--- src/rtl/switch_debounce_if.sv ---
// rtl/switch_debounce_if.sv - switch bank interface: raw levels in, debounced vector and change strobe out
// Optional event_count output is present when SWITCH_EVENT_COUNT_EN is defined.
interface switch_debounce_if #(
    parameter int WIDTH = 4
);
    logic [WIDTH-1:0] s_raw;
    logic [WIDTH-1:0] s_clean;
    logic             changed;
`ifdef SWITCH_EVENT_COUNT_EN
    logic [7:0]       event_count;
`endif

    modport master (
        output s_raw,
        input  s_clean,
        input  changed
`ifdef SWITCH_EVENT_COUNT_EN
        ,
        input  event_count
`endif
    );

    modport slave (
        input  s_raw,
        output s_clean,
        output changed
`ifdef SWITCH_EVENT_COUNT_EN
        ,
        output event_count
`endif
    );
endinterface

--- src/rtl/switch_debounce.sv ---
// rtl/switch_debounce.sv - per-bit synchronizer and debouncer with one-cycle change strobe
// Optional feature macro: SWITCH_EVENT_COUNT_EN (8-bit wrapping count of change strobes).
module switch_debounce #(
    parameter int WIDTH           = 4,
    parameter int SYNC_STAGES     = 2,
    parameter int DEBOUNCE_CYCLES = 20000
) (
    input  logic                 int_osc,
    input  logic                 reset_n,
    switch_debounce_if.slave     sw
);
    localparam int CW = $clog2(DEBOUNCE_CYCLES);
    localparam logic [CW-1:0] CNT_MAX = CW'(DEBOUNCE_CYCLES - 1);

    logic [WIDTH-1:0] sync_q [SYNC_STAGES];
    logic [WIDTH-1:0] sync_d [SYNC_STAGES];
    logic [CW-1:0]    cnt_q  [WIDTH];
    logic [CW-1:0]    cnt_d  [WIDTH];
    logic [WIDTH-1:0] s_clean_q;
    logic [WIDTH-1:0] s_clean_d;
    logic             changed_q;
    logic             changed_d;
`ifdef SWITCH_EVENT_COUNT_EN
    logic [7:0]       event_count_q;
    logic [7:0]       event_count_d;
`endif

    always_comb begin
        sync_d[0] = sw.s_raw;
        for (int s = 1; s < SYNC_STAGES; s++) begin
            sync_d[s] = sync_q[s-1];
        end

        // A bit flips only after the synchronized level has disagreed with the
        // output for DEBOUNCE_CYCLES consecutive edges; any agreement restarts it.
        s_clean_d = s_clean_q;
        for (int i = 0; i < WIDTH; i++) begin
            cnt_d[i] = '0;
            if (sync_q[SYNC_STAGES-1][i] != s_clean_q[i]) begin
                if (cnt_q[i] == CNT_MAX) begin
                    s_clean_d[i] = sync_q[SYNC_STAGES-1][i];
                end else begin
                    cnt_d[i] = cnt_q[i] + CW'(1);
                end
            end
        end

        changed_d = |(s_clean_d ^ s_clean_q);
`ifdef SWITCH_EVENT_COUNT_EN
        event_count_d = event_count_q + {7'd0, changed_d};
`endif
    end

    always_ff @(posedge int_osc or negedge reset_n) begin
        if (!reset_n) begin
            for (int s = 0; s < SYNC_STAGES; s++) begin
                sync_q[s] <= '0;
            end
            for (int i = 0; i < WIDTH; i++) begin
                cnt_q[i] <= '0;
            end
            s_clean_q     <= '0;
            changed_q     <= 1'b0;
`ifdef SWITCH_EVENT_COUNT_EN
            event_count_q <= '0;
`endif
        end else begin
            for (int s = 0; s < SYNC_STAGES; s++) begin
                sync_q[s] <= sync_d[s];
            end
            for (int i = 0; i < WIDTH; i++) begin
                cnt_q[i] <= cnt_d[i];
            end
            s_clean_q     <= s_clean_d;
            changed_q     <= changed_d;
`ifdef SWITCH_EVENT_COUNT_EN
            event_count_q <= event_count_d;
`endif
        end
    end

    assign sw.s_clean     = s_clean_q;
    assign sw.changed     = changed_q;
`ifdef SWITCH_EVENT_COUNT_EN
    assign sw.event_count = event_count_q;
`endif
endmodule
--- src/flat_wrapper.sv ---
// flat-port wrapper written by rule: the top's interface ports become plain ports
module switch_debounce_flat 
#(
    parameter int WIDTH           = 4,
    parameter int SYNC_STAGES     = 2,
    parameter int DEBOUNCE_CYCLES = 20000
)
  (int_osc, reset_n, sw_s_raw, sw_s_clean, sw_changed);
  switch_debounce_if #(.WIDTH(WIDTH)) sw_i ();
  input  logic int_osc;
  input  logic reset_n;
  input wire logic [$bits(sw_i.s_raw)-1:0] sw_s_raw;
  output wire logic [$bits(sw_i.s_clean)-1:0] sw_s_clean;
  output wire logic [$bits(sw_i.changed)-1:0] sw_changed;
  assign sw_i.s_raw = sw_s_raw;
  assign sw_s_clean = sw_i.s_clean;
  assign sw_changed = sw_i.changed;
  switch_debounce #(.WIDTH(WIDTH), .SYNC_STAGES(SYNC_STAGES), .DEBOUNCE_CYCLES(DEBOUNCE_CYCLES)) u_core (.int_osc(int_osc), .reset_n(reset_n), .sw(sw_i));
endmodule
--- config.mk ---
export PLATFORM = sky130hd
export DESIGN_NAME = switch_debounce_flat
export DESIGN_NICKNAME = d
export VERILOG_FILES = /design/src/rtl/switch_debounce_if.sv /design/src/rtl/switch_debounce.sv /design/src/flat_wrapper.sv
export SDC_FILE = /design/constraint.sdc
export NUM_CORES = 1
export LEC_CHECK = 0
export ABC_AREA = 1
export BUFFER_PORTS_ARGS = -buffer_cell sky130_fd_sc_hd__buf_2
export CAP_MARGIN = 20
export CORE_ASPECT_RATIO = 1.25
export CORE_MARGIN = 4
export CORE_UTILIZATION = 50
export CTS_BUF_LIST = sky130_fd_sc_hd__clkbuf_4 sky130_fd_sc_hd__clkbuf_8 sky130_fd_sc_hd__clkbuf_16
export CTS_CLUSTER_SIZE = 24
export DETAILED_ROUTE_END_ITERATION = 10
export PLACE_DENSITY = 0.66
export SKIP_LAST_GASP = 1
export SYNTH_ARGS = -nofsm -noshare
export SYNTH_HDL_FRONTEND = slang
export SYNTH_SLANG_ARGS = --single-unit
--- constraint.sdc ---
create_clock -name int_osc -period 2 [get_ports int_osc]
set_clock_uncertainty 0.2 [all_clocks]
set_input_delay 0.2 -clock int_osc [delete_from_list [all_inputs] [get_ports int_osc]]
set_output_delay 0.2 -clock int_osc [all_outputs]
set_load 0.02 [all_outputs]
# Word level (Yosys, flattened, before mapping)
# Cells that the tools add are included.
# op_classes
n_eq_ne,8
n_mux,16
reduce_logical,1
n_bitwise,1
n_addsub,4
# ops
operator,n
$mux W15,8
$add A15 B1 Y15 const B,4
$eq A15 B15 Y1 const B,4
$mux W1,8
$ne A1 B1 Y1,4
$reduce_or A4 Y1,1
$xor A4 B4 Y4,1
# totals
out_inout_bits,5
in_bits,6
word_cells,38
regBits,73

# Longest topological paths before layout
# Gate-level depths: netlist of the first run.
# depth
word_depth,5
depth_mapped,8
ltp_nobuf,8

# Worst setup path before layout of the first run
# OpenSTA, ideal clock, no wires.
# synth_timing
path_type,register to register
start,reg u_core.cnt_q[0] (netlist bit)
end,reg u_core.cnt_q[14] (netlist bit)
path_buffers,0
t_required_ps,1683
setup_ps,117
period_less_slack_ps,1491
setup_slack_ps,509
t_arrival_ps,1174
path_stages_with_launch,9
cell_sequence,dfrtp_1 ha_1 inv_2 nor2_4 nand2_2 nor2_2 nand3_1 nor2_1 nor2_1
# synth_lines
item,line,source
start: declaration,switch_debounce.sv:17,logic [CW-1:0] cnt_q [WIDTH];
start signal: indexed assignment,switch_debounce.sv:72,cnt_q[i] <= cnt_d[i];

==> impl_metrics.toml, run 1 <==
[synth]
yosys_warnings = 0
netlist_area_um2 = 3820
yosys-top-cells-count = "111 x nor2_1, 100 x nand2_1, 73 x dfrtp_1, 53 x inv_1, 40 x nand3_1"
synthesis.instances = 492
ys_seq_elements = 73
avgSynthCellArea_um2 = 7.77
yosysMostFrequentCell = "nor2_1"
synth.largest_area_cell = "dfrtp_1"
ys_seq_area_frac = 0.478
synth_top_area_share = 0.478
synth-edff-count = 0
synth_cell_type_count = 26
syn_nets = 502
synth_area_leaders = "dfrtp_1 48%, nor2_1 11%, nand2_1 9.8%, nand3_1 5.2%, inv_1 5.2%"
ys_async_sr_fraction = 1.00
synth_ff_type = "dfrtp_1"

[clock_tree]
cts.repair.resized = 0
cts_setup_buffers = 0
clk_path_buf_depth = 2
clk_latency_ps = 350
cts_buffers = 9
cts_sinks = 73
cts_tree = "yes"
htreeDepth = 3
cts_hold_buffers = 5
cts_root_buf = "clkbuf_8"
clkTransAtPathRegs_ps = 80

[detailed_routing]
wire_per_inst_um = 12.0
wirelength_mm = 7.41
via_count = 3083
drc = 0
drt_pre_antenna_iters = 6
ant_nets = 0
via_per_inst = 5.00
drt_iter0_drc = 146

[critical_path]
critical_path_class = "reg2reg"
cp_common_cell = "nor2_1"
slowest_stage = "dfrtp_1"
crit_arrival_ps = 1700
cp_num_buf_inv = 1
endpoint_kind = "flip-flop"
crit_family = "simple AND/OR/NAND/NOR gates"
crit_fanout = 5
cp_cell_sequence = "ha_1, inv_2, nor2_4, nand2_2, nor2_2, nand3_1, nor2_1, nor2_1"
worstSetupStartpointType = "flip-flop"
critical_path_required_ps = 2040
max_stage_delay_ps = 370

[sta]
slew_headroom = 0.753
whs_ps = 93.6
final.min_clock_period_ps = 1660
finalSetupViolCount = 0
final-max-slew-violation-count = 0
fmax_mhz = 602
final_hold_viol_count = 0
fin_ws_ps = 340
rsz0062_at_grt = "no"
setup_tns_ps = 0
period_share = 0.830
tightest_slew_ps = 369

[die]
die_y_um = 106
io_pins = 11
fp.dieArea_um2 = 9120
start_util = 0.517
die_w_um = 86.2
rows = 35
core_region_area_um2 = 7400

[power_and_ir_drop]
internal-power_mw = 2.15
clkPwrFrac = 0.420
p_per_area_nw_per_um2 = 662
p_switching_mw = 0.673
ir_worst_vdd_mv = 0.513
p_leak_nw = 1.88
combPwrFrac = 0.042
pwr-share-seq = 0.538
switching_share = 0.238

[global_route]
first_global_vias = 3027
grt_pass1_wl_mm = 13.5
antenna_found_initial = 0
grt_util_all_layers = 0.183
grt-ovfl-total = 0
grt_max_degree = 33

[job]
cap_violations = 0

[place]
gp_congestion = 0.888
dpl_worst_slack_ps = 352
dp_hpwl_mm = 5.55
numPortBuffers = 10

[cells_and_area]
utilization = 0.577
final_nets = 529
insertedDiodeCount = 0
drive_gt1_frac = 0.109
syn2layout_area_growth_pct = 11.6

[run_status]
outcome = "finished clean"

[worst_hold_path]
hold_class = "in2async"
## final timing paths
kind / from / end / slack, ps / cells after the start
max reg2reg: u_core.cnt_q[0] / u_core.cnt_q[14] / 340 / 8
max in group asynchronous: reset_n / u_core.sync_q[3] / 950 / 3
min reg2reg: u_core.sync_d[3] / u_core.sync_q[3] / 150 / 0
min: reset_n / u_core.cnt_q[22] / 90 / 2
min in group int_osc: u_core.sync_d[3] / u_core.sync_q[3] / 150 / 0
max: u_core.cnt_q[0] / u_core.cnt_q[14] / 340 / 8
## stage by stage
stage	power, mW	cell area [um^2]	instances
6_report	2.83	4270	616
5_1_grt	2.96	4270	616
4_1_cts	2.87	4270	616
3_5_place_dp	1.67	4010	595
3_3_place_gp	1.66	4010	595
2_1_floorplan	1.61	3820	492
## worst reg2reg max path, stage by stage (launching register included)
cell	delay [ps]
dfrtp_1	370
ha_1	260
inv_2	90
nor2_4	170
nand2_2	90
nor2_2	150
nand3_1	90
nor2_1	90
nor2_1	50
## logic make-up after synthesis
kind of cell               synth area share
AOI/OAI and AO/OA                    0.0366
xor gates and xnor gates             0.0638
adders and majority gates            0.0131
buffers and inverters                0.0632
DFF                                   0.478
and+or+nand+nor                       0.346
## state kept, by name, summed over array words and instances (netlist names)
name / flops
u_core.cnt_q: 60
u_core.sw.changed: 1
u_core.sw.s_clean: 4
u_core.sync_d: 4
u_core.sync_q: 4
## power by group through the flow
stage,clock (mW),sequential [mW],combinational [mW]
after global placement,0,1.55,0.112
after detailed placement,0,1.55,0.115
after CTS,1.23,1.52,0.123
after floorplan,0,1.55,0.0588
final,1.19,1.52,0.118
after global routing,1.29,1.53,0.140
## layout make-up
cell class / instances / area, um^2
Tap cell: 92 / 115
Fill cell: 671 / 3130
Timing Repair Buffer: 17 / 130
Sequential cell: 73 / 1830
Clock inverter: 6 / 67.6
Clock buffer: 10 / 138
Multi-Input combinational cell: 355 / 1760
Inverter: 63 / 236
## placed cells by master (no fill, tap or decap), drive strengths merged
| cell | n |
|---|---|
| o21ai | 9 |
| o21bai | 4 |
| dfrtp | 73 |
| nand3 | 40 |
| bufinv | 1 |
| ha | 4 |
| inv | 62 |
| clkinvlp | 2 |
| nand2 | 104 |
| dlygate4sd3 | 5 |
| nand3b | 4 |
| xor2 | 22 |
| nor2 | 122 |
| a211oi | 1 |
| buf | 12 |
| clkbuf | 10 |
| xnor2 | 5 |
| a21oi | 6 |
| nor3b | 3 |
| nand4 | 14 |
| clkinv | 4 |
| nor3 | 17 |
## metal layers
metal / share of wire / wire length (um) / up-vias / track usage
met5: 0 / 0 / - / 0
met4: 0.022 / 165 / 0 / 0.0757
met3: 0.029 / 212 / 14 / 0.0352
met2: 0.48 / 3560 / 43 / 0.297
met1: 0.47 / 3470 / 1421 / 0.239
li1: - / - / 1605 / -
(Power assumes the default switching activity.)
==> run 2: changes to the inputs <==
ABC_AREA = 0   (was 1)
clock period = 1.58 ns   (was 2 ns; I/O delays follow)
==> run 2 against run 1 <==
  * The flow now finishes with violations (negative setup slack)
  * Area after synthesis down 13%
  * Sequential cell count unchanged
  * Sequential power up 27%
  * Via count down 15%
  * Non-clock buffer count up 66
  * Core utilization up 11 points
  * Sequential share of layout area down 2.2 points
  * Combinational power up 110%
  * First-iteration DRC count down 47%
  * Clock power about the same
  * Global-route usage up 0.73 points
  * Total power up 20%
==> impl_metrics.toml, run 2 <==
[place]
numPortBuffers = 10
dpl_worst_slack_ps = -169
dp_hpwl_mm = 4.26
gp_congestion = 0.875

[detailed_routing]
via_per_inst = 5.33
via_count = 2631
drt_iter0_drc = 78
drc = 0
drt_pre_antenna_iters = 4
wire_per_inst_um = 14.1
ant_nets = 0
wirelength_mm = 6.96

[cells_and_area]
final_cell_mix = "73 x dfrtp_1, 62 x buf_4, 32 x xor2_1, 31 x nor2_1, 24 x nor2_2"
final_nets = 413
drive_gt1_frac = 0.403
largest_register_ffs = 60
nFillCells = 529
insertedDiodeCount = 0
regMostFlops = "u_core.cnt_q"
syn2layout_area_growth_pct = 34.9
final_common_cell = "dfrtp_1"

[sta]
slew_headroom = 0.589
tightest_slew_ps = 615
final-max-slew-violation-count = 0
period_share = 1.07
fmax_mhz = 592
rsz0062_at_grt = "yes"
final.min_clock_period_ps = 1690
final_hold_viol_count = 0
fin_ws_ps = -108
finalSetupViolCount = 48
whs_ps = 150

[critical_path]
cp_cell_sequence = "ha_2, and4_4, and4b_2, mux2_4"
crit_fanout = 4
cp_num_buf_inv = 0
critical_path_required_ps = 1600
critical_path_class = "reg2reg"
r2r_slack_ps = -110
endpoint_kind = "flip-flop"
worstSetupStartpointType = "flip-flop"
crit_family = "simple AND/OR/NAND/NOR gates"
max_stage_delay_ps = 370
crit_arrival_ps = 1710
slowest_stage = "dfrtp_1"

[job]
cap_violations = 0

[synth]
synth_ff_type = "dfrtp_1"
yosys-top-cells-count = "73 x dfrtp_1, 57 x nor2_1, 34 x xor2_1, 23 x nand3_1"
synth_cell_type_count = 34
ys_seq_elements = 73
avgSynthCellArea_um2 = 10.6
yosys_warnings = 0
yosysMostFrequentCell = "dfrtp_1"
ys_async_sr_fraction = 1.00
syn_nets = 325
synth-edff-count = 0
synth_area_leaders = "dfrtp_1 55%, xor2_1 8.9%, nor2_1 6.4%, xnor2_1 4.7%, nand3_1 3.5%"
netlist_area_um2 = 3330
ys_seq_area_frac = 0.548
synthesis.instances = 315
synth.largest_area_cell = "dfrtp_1"
synth_top_area_share = 0.548

[die]
rows = 33
die_y_um = 99.3
fp.dieArea_um2 = 8040
start_util = 0.511
core_region_area_um2 = 6520
io_pins = 11
die_w_um = 81.0

[global_route]
first_global_vias = 2623
grt-ovfl-total = 0
grt_max_degree = 74
grt_util_all_layers = 0.191
antenna_found_initial = 0
grt_pass1_wl_mm = 11.9

[clock_tree]
clk_path_buf_depth = 2
cts_sinks = 73
htreeDepth = 3
clkTransAtPathRegs_ps = 70
cts_root_buf = "clkbuf_8"
cts_tree = "yes"
cts_buffers = 9
clk_latency_ps = 340

[power_and_ir_drop]
p_leak_nw = 2.00
ir_worst_vdd_mv = 0.779
p_per_area_nw_per_um2 = 754

[run_status]
outcome = "finished with violations"
violations = "negative setup slack"

[worst_hold_path]
hold_class = "reg2reg"
-- run 2: changes by cell type in the layout (fill, tap and decap cells not counted), sizes merged, moves of 6 or more --
cell,delta
nor3,-9
o21ai,-6
xor2,+12
inv,-57
buf,+66
nor4b,+6
and4,+11
nand2b,+6
nor2,-65
nand2,-86
xnor2,+13
nand3,-17
-- run 2: cell families after synthesis --
logic type,count (synthesis),share of synthesized area
AND/OR/NAND/NOR,159,0.250
multiplexers,4,0.0135
AO/OA/AOI/OAI,9,0.0165
flip-flops,73,0.548
XOR/XNOR,52,0.137
adder cells (fa/ha/maj),4,0.0150
buffers and inverters,14,0.0203
-- run 2: stage by stage --
step	util	power [mW]	area (um^2)	std cells	setup TNS, ps
floorplan	-	2.04	3400	315	-3690
finish	0.689	3.39	4500	494	-2840
detailed placement	0.605	2.15	3940	463	-5180
global route	0.689	3.56	4500	494	-7310
global placement	0.605	2.14	3940	463	-4220
CTS	0.659	3.40	4300	489	-1430
-- run 2: path summary, 6_finish.rpt --
check | start | to | cells past startpoint
setup / recovery | u_core.cnt_q[31] | u_core.sw.s_clean[1] | 4
hold / removal | u_core.sync_d[0] | u_core.sync_q[0] | 0
hold reg to reg | u_core.sync_d[0] | u_core.sync_q[0] | 0
setup reg to reg | u_core.cnt_q[31] | u_core.sw.s_clean[1] | 4
min in group asynchronous | reset_n | u_core.cnt_q[11] | 3
max in group asynchronous | reset_n | u_core.cnt_q[43] | 3
-- run 2: area by class of cell --
class,count,area [um^2],area share
multi-input combinational,231,1740,0.387
inverter,5,18.8,0.00417
clock inverter,6,36.3,0.00807
sequential,73,1830,0.406
clock buffer,9,124,0.0276
timing repair buffer,83,642,0.143
tap,87,109,0.0242
-- run 2: timing repair --
| item | in CTS | in global routing |
|---|---|---|
| pin swaps | 17 | 15 |
| resized for setup | 27 | 40 |
| hold buffers | 5 | 0 |
| setup endpoints to repair | 62 | 62 |
| gates cloned | 2 | 1 |
| buffers inserted | 4 | 5 |
| endpoints found under the hold margin | 77 | 0 |
-- run 2: report_power, final --
part,internal (mW),switching [mW],leakage (nW)
Sequential,1.90,0.0231,0.991
Clock,0.552,0.671,0.0846
Combinational,0.109,0.135,0.920
-- run 2: per-layer routing --
metal  global-route usage  up-vias  wire length (um)
met5                    0        -                 0
met4               0.0975        0               223
met3               0.0308       22               183
met2                0.311       44              3560
met1                0.243     1302              2990
li1                     -     1263                 -
